===== src/rtl/uart_pkg.sv =====
// Shared definitions for the UART transmit path: encodings, FSM states and
// small decode helpers used by the transmitter and its FIFO.
package uart_pkg;

    localparam int unsigned MIN_DIV = 2;
    localparam int unsigned BYTE_W  = 8;

    typedef enum logic [1:0] {
        PAR_NONE = 2'b00,
        PAR_EVEN = 2'b01,
        PAR_ODD  = 2'b10,
        PAR_RSVD = 2'b11
    } parity_e;

    typedef enum logic [1:0] {
        DLEN_5 = 2'b00,
        DLEN_6 = 2'b01,
        DLEN_7 = 2'b10,
        DLEN_8 = 2'b11
    } dlen_e;

    typedef enum logic [2:0] {
        ST_IDLE   = 3'd0,
        ST_START  = 3'd1,
        ST_DATA   = 3'd2,
        ST_PARITY = 3'd3,
        ST_STOP   = 3'd4
    } state_e;

    // Per-frame configuration, captured when a byte is popped.
    typedef struct packed {
        dlen_e   dlen;
        parity_e parity;
        logic    stop2;
    } frame_cfg_t;

    function automatic logic [BYTE_W-1:0] data_mask(input dlen_e dlen);
        logic [BYTE_W-1:0] m;
        case (dlen)
            DLEN_5:  m = 8'h1F;
            DLEN_6:  m = 8'h3F;
            DLEN_7:  m = 8'h7F;
            default: m = 8'hFF;
        endcase
        return m;
    endfunction

    // Index of the final data bit: 4 for 5 bits .. 7 for 8 bits.
    function automatic logic [2:0] last_idx(input dlen_e dlen);
        return {1'b0, dlen} + 3'd4;
    endfunction

    function automatic logic parity_on(input parity_e p);
        return (p == PAR_EVEN) || (p == PAR_ODD);
    endfunction

endpackage


===== src/rtl/uart_tx_fifo.sv =====
// Byte FIFO in front of the UART transmitter: registered count and flags,
// first-word-fall-through read data.
module uart_tx_fifo
    import uart_pkg::*;
#(
    parameter int unsigned AW = 2
) (
    input  logic              clk,
    input  logic              rst,
    input  logic              push,
    input  logic [BYTE_W-1:0] push_data,
    input  logic              pop,
    output logic [BYTE_W-1:0] rd_data_c,
    output logic              empty,
    output logic              ready,
    output logic [AW:0]       count
);

    localparam int unsigned DEPTH = 2 ** AW;

    logic [BYTE_W-1:0] mem [DEPTH];
    logic [AW-1:0]     wr_ptr;
    logic [AW-1:0]     rd_ptr;
    logic [AW:0]       count_d;
    logic              do_push;
    logic              do_pop;

    // Guards make overflow and underflow impossible regardless of the caller.
    assign do_push   = push && ready;
    assign do_pop    = pop && !empty;
    assign rd_data_c = mem[rd_ptr];

    always_comb begin
        count_d = count;
        case ({do_push, do_pop})
            2'b10:   count_d = count + (AW+1)'(1);
            2'b01:   count_d = count - (AW+1)'(1);
            default: count_d = count;
        endcase
    end

    always_ff @(posedge clk or posedge rst) begin
        if (rst) begin
            wr_ptr <= '0;
            rd_ptr <= '0;
            count  <= '0;
            empty  <= 1'b1;
            ready  <= 1'b1;
        end else begin
            if (do_push) wr_ptr <= wr_ptr + AW'(1);
            if (do_pop)  rd_ptr <= rd_ptr + AW'(1);
            count <= count_d;
            empty <= (count_d == '0);
            ready <= (count_d != (AW+1)'(DEPTH));
        end
    end

    always_ff @(posedge clk) begin
        if (do_push) mem[wr_ptr] <= push_data;
    end

endmodule


===== src/rtl/uart_tx_param.sv =====
// Parametrised UART transmitter: FIFO-fed, LSB-first framing with per-frame
// divisor, data length, parity and stop-bit configuration.
module uart_tx_param
    import uart_pkg::*;
#(
    parameter int unsigned DIV_W   = 16,
    parameter int unsigned FIFO_AW = 2
) (
    input  logic               clk,
    input  logic               rst,
    input  logic [DIV_W-1:0]   baud_div,
    input  logic [1:0]         cfg_data_bits,
    input  logic [1:0]         cfg_parity,
    input  logic               cfg_stop2,
    input  logic [7:0]         in_data,
    input  logic               in_valid,
    output logic               in_ready,
    output logic               tx,
    output logic               tx_busy,
    output logic               tx_done,
    output logic [FIFO_AW:0]   fifo_count
);

    localparam frame_cfg_t CFG_RST = '{dlen: DLEN_8, parity: PAR_NONE, stop2: 1'b0};

    state_e            state_q;
    state_e            state_d;
    logic [DIV_W-1:0]  cnt_q;
    logic [DIV_W-1:0]  cnt_d;
    logic [DIV_W-1:0]  div_q;
    logic [DIV_W-1:0]  div_d;
    logic [2:0]        idx_q;
    logic [2:0]        idx_d;
    logic [BYTE_W-1:0] shift_q;
    logic [BYTE_W-1:0] shift_d;
    frame_cfg_t        cfg_q;
    frame_cfg_t        cfg_d;
    logic              tx_d;
    logic              busy_d;
    logic              done_d;

    logic              push_c;
    logic              pop_c;
    logic              start_c;
    logic              bit_end_c;
    logic              fifo_empty;
    logic [BYTE_W-1:0] fifo_rd_data_c;
    logic [DIV_W-1:0]  eff_div_c;
    frame_cfg_t        cfg_in_c;

    assign push_c    = in_valid && in_ready;
    assign eff_div_c = (baud_div < DIV_W'(MIN_DIV)) ? DIV_W'(MIN_DIV) : baud_div;
    assign bit_end_c = (cnt_q == div_q - DIV_W'(1));
    assign cfg_in_c  = '{dlen: dlen_e'(cfg_data_bits), parity: parity_e'(cfg_parity),
                         stop2: cfg_stop2};

    uart_tx_fifo #(
        .AW (FIFO_AW)
    ) u_fifo (
        .clk       (clk),
        .rst       (rst),
        .push      (push_c),
        .push_data (in_data),
        .pop       (pop_c),
        .rd_data_c (fifo_rd_data_c),
        .empty     (fifo_empty),
        .ready     (in_ready),
        .count     (fifo_count)
    );

    always_ff @(posedge clk or posedge rst) begin
        if (rst) state_q <= ST_IDLE;
        else     state_q <= state_d;
    end

    // Next state, frame datapath and next registered line/status values.
    always_comb begin
        state_d = state_q;
        cnt_d   = bit_end_c ? '0 : cnt_q + DIV_W'(1);
        div_d   = div_q;
        idx_d   = idx_q;
        shift_d = shift_q;
        cfg_d   = cfg_q;
        done_d  = 1'b0;
        pop_c   = 1'b0;
        start_c = 1'b0;
        tx_d    = 1'b1;
        busy_d  = 1'b0;

        case (state_q)
            ST_IDLE: begin
                cnt_d   = '0;
                start_c = !fifo_empty;
            end
            ST_START: begin
                if (bit_end_c) begin
                    state_d = ST_DATA;
                    idx_d   = '0;
                end
            end
            ST_DATA: begin
                if (bit_end_c) begin
                    if (idx_q == last_idx(cfg_q.dlen)) begin
                        state_d = parity_on(cfg_q.parity) ? ST_PARITY : ST_STOP;
                        idx_d   = '0;
                    end else begin
                        idx_d = idx_q + 3'd1;
                    end
                end
            end
            ST_PARITY: begin
                if (bit_end_c) begin
                    state_d = ST_STOP;
                    idx_d   = '0;
                end
            end
            ST_STOP: begin
                if (bit_end_c) begin
                    if (cfg_q.stop2 && (idx_q == 3'd0)) begin
                        idx_d = 3'd1;
                    end else begin
                        done_d  = 1'b1;
                        state_d = ST_IDLE;
                        start_c = !fifo_empty;
                    end
                end
            end
            default: state_d = ST_IDLE;
        endcase

        // Frame start: pop and snapshot byte and configuration together.
        if (start_c) begin
            pop_c   = 1'b1;
            state_d = ST_START;
            cnt_d   = '0;
            idx_d   = '0;
            div_d   = eff_div_c;
            cfg_d   = cfg_in_c;
            shift_d = fifo_rd_data_c & data_mask(cfg_in_c.dlen);
        end

        busy_d = (state_d != ST_IDLE);
        case (state_d)
            ST_START:  tx_d = 1'b0;
            ST_DATA:   tx_d = shift_d[idx_d];
            ST_PARITY: tx_d = (^shift_q) ^ (cfg_q.parity == PAR_ODD);
            default:   tx_d = 1'b1;
        endcase
    end

    always_ff @(posedge clk or posedge rst) begin
        if (rst) begin
            cnt_q   <= '0;
            div_q   <= DIV_W'(MIN_DIV);
            idx_q   <= '0;
            shift_q <= '0;
            cfg_q   <= CFG_RST;
            tx      <= 1'b1;
            tx_busy <= 1'b0;
            tx_done <= 1'b0;
        end else begin
            cnt_q   <= cnt_d;
            div_q   <= div_d;
            idx_q   <= idx_d;
            shift_q <= shift_d;
            cfg_q   <= cfg_d;
            tx      <= tx_d;
            tx_busy <= busy_d;
            tx_done <= done_d;
        end
    end

endmodule


===== config.mk =====
export PLATFORM = sky130hd
export DESIGN_NAME = uart_tx_param
export DESIGN_NICKNAME = d
export VERILOG_FILES = /design/src/rtl/uart_pkg.sv /design/src/rtl/uart_tx_fifo.sv /design/src/rtl/uart_tx_param.sv
export SDC_FILE = /design/constraint.sdc
export NUM_CORES = 1
export LEC_CHECK = 0
export ABC_AREA = 1
export CAP_MARGIN = 10
export CORE_UTILIZATION = 53
export CTS_BUF_LIST = sky130_fd_sc_hd__clkbuf_4 sky130_fd_sc_hd__clkbuf_8 sky130_fd_sc_hd__clkbuf_16
export CTS_CLUSTER_DIAMETER = 100
export DETAILED_ROUTE_END_ITERATION = 7
export GPL_ROUTABILITY_DRIVEN = 0
export MAX_ROUTING_LAYER = met4
export PLACE_DENSITY = 0.75
export SETUP_SLACK_MARGIN = 0.3
export SLEW_MARGIN = 20
export SYNTH_ARGS = -nofsm -noshare
export SYNTH_HDL_FRONTEND = slang
export SYNTH_SLANG_ARGS = --single-unit

===== constraint.sdc =====
create_clock -name clk -period 3.4 [get_ports clk]
set_input_delay 0.68 -clock clk [delete_from_list [all_inputs] [get_ports clk]]
set_output_delay 0.68 -clock clk [all_outputs]
set_load 0.02 [all_outputs]

==> flow_metrics.env <==
export IMPL_placed_cell_area_mm2=0.00587
export IMPL_drive_gt1_frac=0.150
export IMPL_tightest_slew_ps=799
export IMPL_grt_total_usage=0.245
export IMPL_crit_path_end_kind="flip-flop"
export IMPL_min_path_cells=2
export IMPL_vias=4327
export IMPL_arrival_ps=3320
export IMPL_syn_area_mm2=0.00536
export IMPL_cp_max_fo=4
export IMPL_insertion_delay_ps=370
export IMPL_p_sw_frac=0.455
export IMPL_dpl_cell_count=814
export IMPL_grt_pass1_wl_um=19100
export IMPL_final_cell_mix="nand2_1, nor2_1, inv_1, dfrtp_1"
export IMPL_clockBufferDepth=2
export IMPL_seqPwrFrac=0.372
export IMPL_first_pass_iters=5
export IMPL_drt_iter0_drc=171
export IMPL_fmax_mhz=331
export IMPL_grt_max_degree=41
export IMPL_p_int_mw=2.81
export IMPL_skew_ps=11.1
export IMPL_required_ps=3700
export IMPL_die_h_um=103
export IMPL_cts_tree="built"
export IMPL_synth_nets=695
export IMPL_nets=743
export IMPL_root_buffer="clkbuf_8"
export IMPL_r2r_worst_path_cells=20
export IMPL_rsz0062_at_grt="false"
export IMPL_io_pins=39
export IMPL_ys_seq_area_frac=0.475
export IMPL_grt_overflow=0
export IMPL_setup_ws_ps=375
export IMPL_post_route_drc_count=0
export IMPL_hpwlAfterDp_um=8760
export IMPL_start_util=0.548
export IMPL_power_density_mw_per_mm2=826
export IMPL_wirelength_um=11700
export IMPL_combPwrFrac=0.492
export IMPL_vdd_drop_max_uv=468
export IMPL_syn_avg_cell_area_um2=8.22
export IMPL_drv_cap=0
export IMPL_dieArea_mm2=0.0105
export IMPL_reg2reg_slack_ps=370
export IMPL_grt_pass1_vias=4167
export IMPL_final_area_mm2=0.00623
export IMPL_startpoint_type="flip-flop"
export IMPL_detailedPlace_worstSlack_ps=297
export IMPL_slew_headroom=0.465
export IMPL_area_delta_synth_final_pct=16.4
export IMPL_vias_per_cell=5.16
export IMPL_cts_buffers=9
export IMPL_netlist_instances=652
export IMPL_fin_crit_sh=0.890
export IMPL_wl_per_cell_um=14.0
export IMPL_h_tree_depth=3
export IMPL_final_cells=838
export IMPL_p_total_mw=5.15
export IMPL_clk_pin_slew_ps=100
export IMPL_final_common_cell="nand2_1"
export IMPL_clock_sinks=95
export IMPL_yosys_warnings=0
export IMPL_ant_nets=0
export IMPL_setup_viol=0
export IMPL_synthDistinctLibCells=42
export IMPL_io_buffers=38
export IMPL_critPathKind="reg -> reg"
export IMPL_hold_class="reg -> reg"
export IMPL_clkPwrFrac=0.136
export IMPL_final_setup_tns_ps=0
export IMPL_fin_util=0.638
export IMPL_holdWs_ps=488
export IMPL_p_leak_nw=2.83
export IMPL_switchingPower_mw=2.34
export IMPL_die_w_um=103
export IMPL_post_route_min_period_ps=3030
export IMPL_fillers=813
export IMPL_hold_start="cfg_q[0]"
export IMPL_ys_ff_latch=95
export IMPL_core_area_mm2=0.00977
export IMPL_hold_viol=0
export IMPL_hold_buffers=0
export IMPL_reg2reg_to="u_fifo.ready"
export IMPL_r2r_start="div_q[0]"
export IMPL_antenna_found_initial=0
export IMPL_rows=36
export IMPL_status="complete, no violations"
export IMPL_hold_end="cfg_q[0]"
export IMPL_final_max_slew_viol_count=0
export IMPL_num_antenna_cells=0
sequential cells by signal (all words and copies together) (netlist names), 3 cells and up, named ones only:
name,flops
div_q,16
u_fifo.mem,32
cnt_q,16
shift_q,8
idx_q,3
cfg_q,5
state_q,3
worst max-delay path by stage:
| stage | slack (ps) | depth (start not counted) | startpoint | endpoint |
|---|---|---|---|---|
| after global routing | 180 | 20 | div_q[0] | u_fifo.ready |
| after floorplan | 340 | 22 | div_q[1] | u_fifo.empty |
| final | 370 | 20 | div_q[0] | u_fifo.ready |
| after detailed placement | 300 | 20 | div_q[1] | u_fifo.empty |
| after CTS | 300 | 20 | div_q[3] | u_fifo.empty |
| after global placement | 420 | 20 | div_q[1] | u_fifo.empty |
area by class of cell:
cell class	count	area, um^2	share of cell area
clock buffers	9	124	0.0199
clock inverters	7	53.8	0.00863
inverters	79	302	0.0484
multi-input cells	467	2580	0.414
flip-flops and latches	95	2550	0.409
well taps	133	166	0.0267
repair buffers	48	459	0.0737
critical path: stages, from the launching register on:
cell and delay [ps]:
dfrtp_2 440, inv_4 100, ha_4 200, inv_2 50, nand2_2 80, nand2_2 60, nand2_2 80, nand2_2 60
nand3b_1 180, nor2_1 150, nand3_1 130, nor2_2 130, nand3_2 120, nand2_4 110, ha_4 140, inv_4 40
fa_2 370, a21oi_2 140, o21ai_2 80, xnor2_2 200, nand2_1 80
logic make-up (layout without fill, tap and decap cells):
family / Yosys count / count (layout) / share of synthesized area
and+or+nand+nor: 361 / 362 / 0.312
DFF: 95 / 95 / 0.475
buffers and inverters: 91 / 143 / 0.0677
AOI/OAI and AO/OA: 62 / 62 / 0.0649
xor gates and xnor gates: 32 / 32 / 0.0537
adders and majority gates: 11 / 11 / 0.0271
power by group through the flow:
| stage | logic [mW] | clock network, mW | registers, mW |
|---|---|---|---|
| floorplan | 1.81 | 0 | 1.84 |
| global placement | 2.27 | 0 | 1.90 |
| detailed placement | 2.32 | 0 | 1.92 |
| CTS | 2.37 | 0.711 | 1.90 |
| global route | 2.84 | 0.748 | 1.96 |
| finish | 2.53 | 0.702 | 1.92 |
per-layer routing:
layer	GRT usage	part of all wire	vias to the layer above
met2	0.400	0.49	130
li1	-	-	2174
met5	-	0	-
met4	0.0835	0.017	0
met3	0.0420	0.051	17
met1	0.309	0.44	2006
cell usage after synthesis:
master	count	area (um^2)
dfstp_2	6	158
buf_6	2	22.5
nor4b_1	1	8.76
ha_1	10	125
or2_2	3	18.8
o21bai_1	1	7.51
nor3_1	5	25.0
a22oi_1	2	15.0
xor2_1	20	175
edfxtp_1	32	961
buf_2	2	10.0
nand3_1	39	195
a21oi_1	9	45.0
a31oi_1	3	18.8
nor4_1	5	31.3
a211oi_1	2	15.0
nor3b_1	5	37.5
dfrtp_1	57	1430
and2_1	1	6.26
nand2_4	5	56.3
o2111ai_1	1	8.76
o21ai_2	1	8.76
o21a_1	1	7.51
nand4_1	4	25.0
nor2_1	95	357
buf_4	1	7.51
inv_1	79	297
nand3b_1	3	22.5
a32o_1	1	10.0
clkbuf_1	7	26.3
nor2_2	5	31.3
and3_1	1	6.26
o21ai_0	36	180
nand2_1	160	601
nand2_2	18	113
nor2_8	2	40.0
fa_1	1	20.0
nand3_2	5	50.1
xnor2_2	1	16.3
xnor2_1	11	96.3
nor2_4	4	45.0
o22ai_1	5	31.3
what timing repair did:
| item | 4_1_cts | 5_1_grt |
|---|---|---|
| endpoints found under the setup margin | 2 | 5 |
| resized for setup | 7 | 32 |
| pin swaps | 7 | 16 |
| setup buffers | 2 | 5 |
| cloned | 1 | 0 |
(Power assumes the default switching activity.)
